$ cat src/rtl/mw_pkg.sv
// Shared types and constants for the microwave controller: FSM states,
// BCD digit width and 7-segment (gfedcba, active-high) glyphs.
package mw_pkg;

  localparam int BCD_W = 4;

  typedef enum logic [1:0] {
    ST_IDLE  = 2'd0,
    ST_RUN   = 2'd1,
    ST_PAUSE = 2'd2,
    ST_DONE  = 2'd3
  } mw_state_e;

  localparam logic [6:0] SEG_0     = 7'h3F;
  localparam logic [6:0] SEG_1     = 7'h06;
  localparam logic [6:0] SEG_2     = 7'h5B;
  localparam logic [6:0] SEG_3     = 7'h4F;
  localparam logic [6:0] SEG_4     = 7'h66;
  localparam logic [6:0] SEG_5     = 7'h6D;
  localparam logic [6:0] SEG_6     = 7'h7D;
  localparam logic [6:0] SEG_7     = 7'h07;
  localparam logic [6:0] SEG_8     = 7'h7F;
  localparam logic [6:0] SEG_9     = 7'h6F;
  localparam logic [6:0] SEG_BLANK = 7'h00;

endpackage

$ cat src/rtl/bcd_to_7seg.sv
// Combinational BCD digit to 7-segment decoder; codes above 9 blank the digit.
module bcd_to_7seg
  import mw_pkg::*;
(
  input  logic [BCD_W-1:0] bcd,
  output logic [6:0]       seg
);

  always_comb begin
    seg = SEG_BLANK;
    case (bcd)
      4'd0:    seg = SEG_0;
      4'd1:    seg = SEG_1;
      4'd2:    seg = SEG_2;
      4'd3:    seg = SEG_3;
      4'd4:    seg = SEG_4;
      4'd5:    seg = SEG_5;
      4'd6:    seg = SEG_6;
      4'd7:    seg = SEG_7;
      4'd8:    seg = SEG_8;
      4'd9:    seg = SEG_9;
      default: seg = SEG_BLANK;
    endcase
  end

endmodule

$ cat src/rtl/mw_controller_gen.sv
// Microwave controller: keypad entry, mm:ss BCD countdown, power duty cycle,
// door interlock, pause/resume, quick start and latched done.
module mw_controller_gen
  import mw_pkg::*;
#(
  parameter int TICK_DIV     = 100,
  parameter int DIGITS       = 4,
  parameter int POWER_PERIOD = 10,
  parameter int QUICK_SECS   = 30
) (
  input  logic                    clk,
  input  logic                    rst,
  input  logic                    start,
  input  logic                    stop,
  input  logic                    clear,
  input  logic                    door_closed,
  input  logic                    key_valid,
  input  logic [3:0]              key_digit,
  input  logic                    power_set,
  input  logic [3:0]              power_level,
  output logic                    mag_on,
  output logic                    running,
  output logic                    done,
  output logic [BCD_W*DIGITS-1:0] time_bcd,
  output logic [7*DIGITS-1:0]     segs
);

  localparam int TW = BCD_W * DIGITS;
  localparam int PW = $clog2(TICK_DIV);
  localparam logic [TW-1:0] QUICK_BCD = TW'((QUICK_SECS / 10) * 16 + (QUICK_SECS % 10));
  localparam logic [TW-1:0] ONE_SEC   = TW'(1);
  localparam logic [3:0]    PWR_MAX   = 4'(POWER_PERIOD);
  localparam logic [3:0]    PHASE_TOP = 4'(POWER_PERIOD - 1);
  localparam logic [PW-1:0] PRESC_TOP = PW'(TICK_DIV - 1);

  mw_state_e     state_q, state_d;
  logic [TW-1:0] time_q, time_d;
  logic [3:0]    power_q, power_d;
  logic [3:0]    phase_q, phase_d;
  logic [PW-1:0] presc_q, presc_d;
  logic          mag_q, mag_d;

  logic          tick;
  logic          key_ok;
  logic [3:0]    power_clamped;
  logic [TW-1:0] time_shift;
  logic [TW-1:0] time_dec;
  logic [DIGITS-1:0] borrow;

  assign tick          = (state_q == ST_RUN) && (presc_q == PRESC_TOP);
  assign key_ok        = key_valid && (key_digit <= 4'd9);
  assign power_clamped = (power_level > PWR_MAX) ? PWR_MAX : power_level;
  assign time_shift    = {time_q[TW-BCD_W-1:0], key_digit};

  // Ripple-borrow BCD decrement; the seconds-tens digit wraps to 5, all others to 9.
  assign borrow[0] = 1'b1;
  for (genvar gi = 0; gi < DIGITS; gi++) begin : g_dec
    localparam logic [3:0] WRAP = (gi == 1) ? 4'd5 : 4'd9;
    logic [3:0] dig;
    assign dig = time_q[gi*BCD_W +: BCD_W];
    assign time_dec[gi*BCD_W +: BCD_W] = !borrow[gi] ? dig :
                                         ((dig == 4'd0) ? WRAP : dig - 4'd1);
    if (gi < DIGITS - 1) begin : g_borrow
      assign borrow[gi+1] = borrow[gi] && (dig == 4'd0);
    end
  end

  always_comb begin
    state_d = state_q;
    time_d  = time_q;
    power_d = power_q;
    phase_d = phase_q;
    presc_d = '0;
    if (clear) begin
      state_d = ST_IDLE;
      time_d  = '0;
    end else begin
      case (state_q)
        ST_IDLE: begin
          if (stop) begin
            time_d = '0;
          end else if (start) begin
            if (door_closed) begin
              state_d = ST_RUN;
              phase_d = '0;
              if (time_q == '0) time_d = QUICK_BCD;
            end
          end else begin
            if (key_ok)    time_d  = time_shift;
            if (power_set) power_d = power_clamped;
          end
        end
        ST_RUN: begin
          if (stop || !door_closed) begin
            state_d = ST_PAUSE;
          end else if (tick) begin
            phase_d = (phase_q == PHASE_TOP) ? 4'd0 : phase_q + 4'd1;
            if (time_q == ONE_SEC) begin
              time_d  = '0;
              state_d = ST_DONE;
            end else begin
              time_d = time_dec;
            end
          end else begin
            presc_d = presc_q + PW'(1);
          end
        end
        ST_PAUSE: begin
          if (stop) begin
            state_d = ST_IDLE;
            time_d  = '0;
          end else if (start) begin
            if (door_closed) state_d = ST_RUN;
          end else if (power_set) begin
            power_d = power_clamped;
          end
        end
        ST_DONE: begin
          if (start || stop) begin
            state_d = ST_IDLE;
          end else if (key_ok) begin
            state_d = ST_IDLE;
            time_d  = time_shift;
          end
        end
        default: state_d = ST_IDLE;
      endcase
    end
    // Registered from next-state so mag_q lines up with state_q and phase_q.
    mag_d = (state_d == ST_RUN) && door_closed && (phase_d < power_d);
  end

  always_ff @(posedge clk) begin
    if (rst) begin
      state_q <= ST_IDLE;
      time_q  <= '0;
      power_q <= PWR_MAX;
      phase_q <= '0;
      presc_q <= '0;
      mag_q   <= 1'b0;
    end else begin
      state_q <= state_d;
      time_q  <= time_d;
      power_q <= power_d;
      phase_q <= phase_d;
      presc_q <= presc_d;
      mag_q   <= mag_d;
    end
  end

  // Door interlock also gates the output combinationally for a same-cycle drop.
  assign mag_on   = mag_q && door_closed;
  assign running  = (state_q == ST_RUN);
  assign done     = (state_q == ST_DONE);
  assign time_bcd = time_q;

  for (genvar gi = 0; gi < DIGITS; gi++) begin : g_seg
    bcd_to_7seg u_seg (
      .bcd (time_q[gi*BCD_W +: BCD_W]),
      .seg (segs[gi*7 +: 7])
    );
  end

endmodule

$ cat config.mk
export PLATFORM = sky130hd
export DESIGN_NAME = mw_controller_gen
export DESIGN_NICKNAME = d
export VERILOG_FILES = /design/src/rtl/mw_pkg.sv /design/src/rtl/bcd_to_7seg.sv /design/src/rtl/mw_controller_gen.sv
export SDC_FILE = /design/constraint.sdc
export NUM_CORES = 1
export LEC_CHECK = 0
export ABC_AREA = 1
export CORE_ASPECT_RATIO = 0.7
export CORE_MARGIN = 1.5
export CORE_UTILIZATION = 56
export DETAILED_ROUTE_END_ITERATION = 6
export PLACE_DENSITY = 0.92
export SLEW_MARGIN = 5
export SYNTH_ARGS = -nofsm -noshare
export SYNTH_HDL_FRONTEND = slang
export SYNTH_SLANG_ARGS = --single-unit
$ cat constraint.sdc
create_clock -name clk -period 4.4 [get_ports clk]
set_input_delay 0.88 -clock clk [delete_from_list [all_inputs] [get_ports clk]]
set_output_delay 0.88 -clock clk [all_outputs]
set_load 0.005 [all_outputs]
==> run summary <==
The flow ran to the end, and the final reports show no timing, DRC or antenna violations. The I/O pin count is 63. The total of flip-flops plus latches after synthesis came out at 62.

The clock root buffer is clkbuf_8. The worst path uses 77.5% of the clock period. The total via count after detailed routing is 4471.

The number of I/O port buffers is 62. The starting density of the core is 58.2%. The synthesized netlist devotes 7.52% of its cell area to compound gates. The total power consumption of the routed design came out at 1480 uW. TritonCTS created 9 clock buffers. The Yosys step of the flow raised 0 warnings.

The number of enable flip-flop cells after synthesis is 0. The post-detailed-routing wire length is 11500 um. Detailed placement ended at an HPWL of 8790 um. The number of DRC markers after the initial detailed-route iteration came out at 324. In the routed layout, each cell is associated on average with a via count of 5.49. The global-route wire length before repair is 19600 um.

The worst vdd rail ir drop is 0.000174 V. The number of antenna violations at the first check in global routing was 0. Between clock sinks in the finished design, the worst skew comes to 0.00862 ns. In this run the worst setup path begins at stop. Dividing the detail-routed wire length by the instance count gives 14.1 um. STA classifies the critical path startpoint as a primary input. The deepest clock path buffer count is 2. The layout overhead on the synthesized area is 20.8%. The hold violation count in the final report came out at 0. Yosys attributes the largest share of cell area to dfxtp_1 (29%), nand2_1 (17%), ha_1 (11%), nand3_1 (8.1%), inv_1 (7.9%). After clock tree synthesis, the setup repair step added 0 buffers. The mapped cell area is 4280 um2. The longest individual stage delay on the worst path came out at 0.55 ns. Among all flip-flop cells after synthesis, the most frequent one is dfxtp_1. The setup slack of the most critical reg-to-reg path is 1.28 ns. The final RePlAce weighted congestion is 0.975. The largest driver fanout on the critical path came out at 9. The synthesized instance count is 644.

The post-synthesis mux area share is 0%. The most numerous cell in the Yosys netlist is nand2_1. The global route total overflow came out at 0. The setup path with the least slack is of type in2reg. In the routed design, unresolved DRC markers number 0.

The net count after synthesis came out at 696. The tool flagged a number of max-cap violations equal to 0. The number of search-and-repair iterations in the first detailed-routing pass is 5. Yosys mapped the design onto 37 distinct sky130hd cell types. The number of sinks on the clock net came out at 62.

The path with the worst hold slack has its endpoint at presc_q[0]$_SDFF_PP0_. The die boundary height came out at 76.1 um. The via count of the first global-routing pass is 4304. The layout has 644 filler cells. The H-tree depth came out at 3. The setup TNS after final layout came out at 0 ns.

The die covers 8180 um2. After synthesis, the largest family of logic cells by area is simple AND/OR/NAND/NOR gates. Entering global routing, the biggest net connects 19 pins. The diode insertion count for antenna repair is 0. The all-layer global routing usage is 29.7%. The final setup violation count came out at 0.

Each instance of the synthesized netlist takes up on average 6.64 um2. The critical register-to-register path endpoint is g_seg[1].u_seg.seg[1]$_DFF_P_. The final layout contains 763 nets.

Setup repair after global routing left no endpoint under its margin. The startpoint identified for the worst register-to-register timing path is time_bcd[4]$_SDFFE_PP0N_. Post-CTS repair changed the size of 0 cells. The hold-critical path depth came out at 1.

The signal on the critical path passes through clkdlybuf4s50_1 -> inv_1 -> nand2_1 -> nand2_1 -> nand3_2 -> a21oi_4 -> nand3_1 -> nand2_1 -> inv_1 -> nor2_1 -> inv_1 -> ha_1 -> inv_1 -> nand4_1 -> nand2_1 -> nand2_1 -> nand2_1. The worst reg2reg path depth came out at 16. The area of the core region is 7350 um2. STA classifies the critical path endpoint as a flip-flop. The initialized floorplan defines 26 standard-cell rows. The share of flip-flops with an asynchronous set or reset came out at 0%.

The clock period minus worst slack came out at 3.41 ns. Of all cell types, the one taking the most synthesized area is dfxtp_1. The fmax came out at 0.293 GHz.

The class of the most critical hold timing path is reg2reg. The slowest stage of the critical path is the clkdlybuf4s50_1 cell. Clock latency on the worst-skew pair, taken at its later pin, is 0.35 ns. TritonCTS built the clock tree. After Yosys synthesis, full adders, half adders and majority gates account for 10.5% of the synthesized area. The clock-pin slew reported for the worst setup and hold paths after clock tree synthesis came out at 0.07 ns. The leakage power total came out at 0.00258 uW. In this run the power density over the cells is 286 nW/um2. In the final layout, the share of cells above drive strength 1 is 9.08%.

The commonest cells after synthesis are nand2_1 (193), inv_1 (90), nand3_1 (69), dfxtp_1 (62), nor2_1 (48). The top cell type by area accounts for 29.0% of the synthesized area. The count of pins over their slew limit came out at 0. The overall die width is 107 um. Counting stages on the worst path, the most repeated cell is nand2_1. The count of hold-fix buffers inserted at cts came out at 0. The worst endpoint required time came out at 4.69 ns. The part of the Yosys area used for sequential elements came out at 29.0%. The worst hold path startpoint is presc_q[0]$_SDFF_PP0_.

The post-synthesis xor/xnor area fraction is 1.43%. The transition time of the tightest slew-check pin came out at 0.620 ns. The arrival time of the worst setup path came out at 3.70 ns. The remaining number of nets flagged by the antenna check after routing came out at 0. In this run the tightest slew margin relative to its limit is 58.6%.

The simple-gate portion of the synthesized area came out at 41.5%.
-- kinds of logic (layout without fill, tap and decap cells) --
logic type,after synthesis,count (layout)
buffers and inverters,110,182
flip-flops,62,62
adder cells (fa/ha/maj),36,36
AND/OR/NAND/NOR,375,375
XOR/XNOR,7,7
AO/OA/AOI/OAI,54,54
-- cell usage in the layout, fill, tap and decap left out, drive strengths merged, types with 2 or more instances in the layout --
cell type / netlist / final
o211ai: 8 / 8
dfxtp: 62 / 62
xor2: 4 / 4
nand3: 84 / 84
buf: 4 / 4
a31oi: 4 / 4
clkdlybuf4s50: 0 / 62
nand4: 18 / 18
a21oi: 13 / 13
xnor2: 3 / 3
o21ai: 26 / 26
nor3: 9 / 9
nor2: 59 / 59
nand3b: 2 / 2
nand2: 199 / 199
inv: 100 / 100
clkinv: 0 / 3
clkbuf: 6 / 12
ha: 36 / 36
-- state kept, by name, summed over array words and instances, names as in the netlist --
signal           count
g_seg.u_seg.seg     28
time_bcd            16
presc_q              7
phase_q              4
power_q              4
state_q              2
mag_q                1
-- worst max-delay path, delay by kind of cell --
kind            cells  cell delay, ns
simple gates       10            1.26
buf+inv             5            1.01
compound gates      1            0.28
fa+ha+maj           1            0.28
-- worst max path at each step --
stage,to,cells past startpoint
global placement,g_seg[0].u_seg.seg[3]$_DFF_P_,17
detailed placement,g_seg[0].u_seg.seg[3]$_DFF_P_,17
floorplan,g_seg[0].u_seg.seg[1]$_DFF_P_,16
CTS,g_seg[0].u_seg.seg[3]$_DFF_P_,17
global route,g_seg[0].u_seg.seg[0]$_DFF_P_,15
finish,g_seg[0].u_seg.seg[3]$_DFF_P_,17
-- cell type report --
class                           instances  area [um2]  share of cell area, %
Clock buffer                           12         145                   2.81
Clock inverter                          4        22.5                  0.436
Inverter                              100         375                   7.26
Multi-Input combinational cell        472        2610                   50.5
Sequential cell                        62        1240                   24.0
Tap cell                               98         123                   2.37
Timing Repair Buffer                   66         651                   12.6
-- metrics by stage --
stage | utilization (%) | hold slack, ns | std cells | instance area (um2) | worst slack, ns
final | 70.3 | 0.449 | 814 | 5170 | 0.989
after global routing | 70.3 | 0.469 | 814 | 5170 | 0.752
after CTS | 70.3 | 0.452 | 814 | 5170 | 1.07
after detailed placement | 68.0 | 0.436 | 798 | 5000 | 0.706
after global placement | 68.0 | 0.428 | 798 | 5000 | 0.915
after floorplan | - | 0.418 | 644 | 4280 | 1.67
-- metal layers --
layer / up-vias / track usage, % / routed length, um
li1: 2204 / - / -
met1: 2027 / 37.4 / 5050
met2: 210 / 48.8 / 5270
met3: 30 / 7.44 / 927
met4: 0 / 11.7 / 229
met5: - / 0 / 0
-- report_power, final --
group          leakage (uW)  internal (uW)  switching, uW
Sequential         0.000507            605           21.0
Clock             0.0000861            217            233
Combinational       0.00199            168            236
Note: power is estimated with default switching activity, not from simulation.
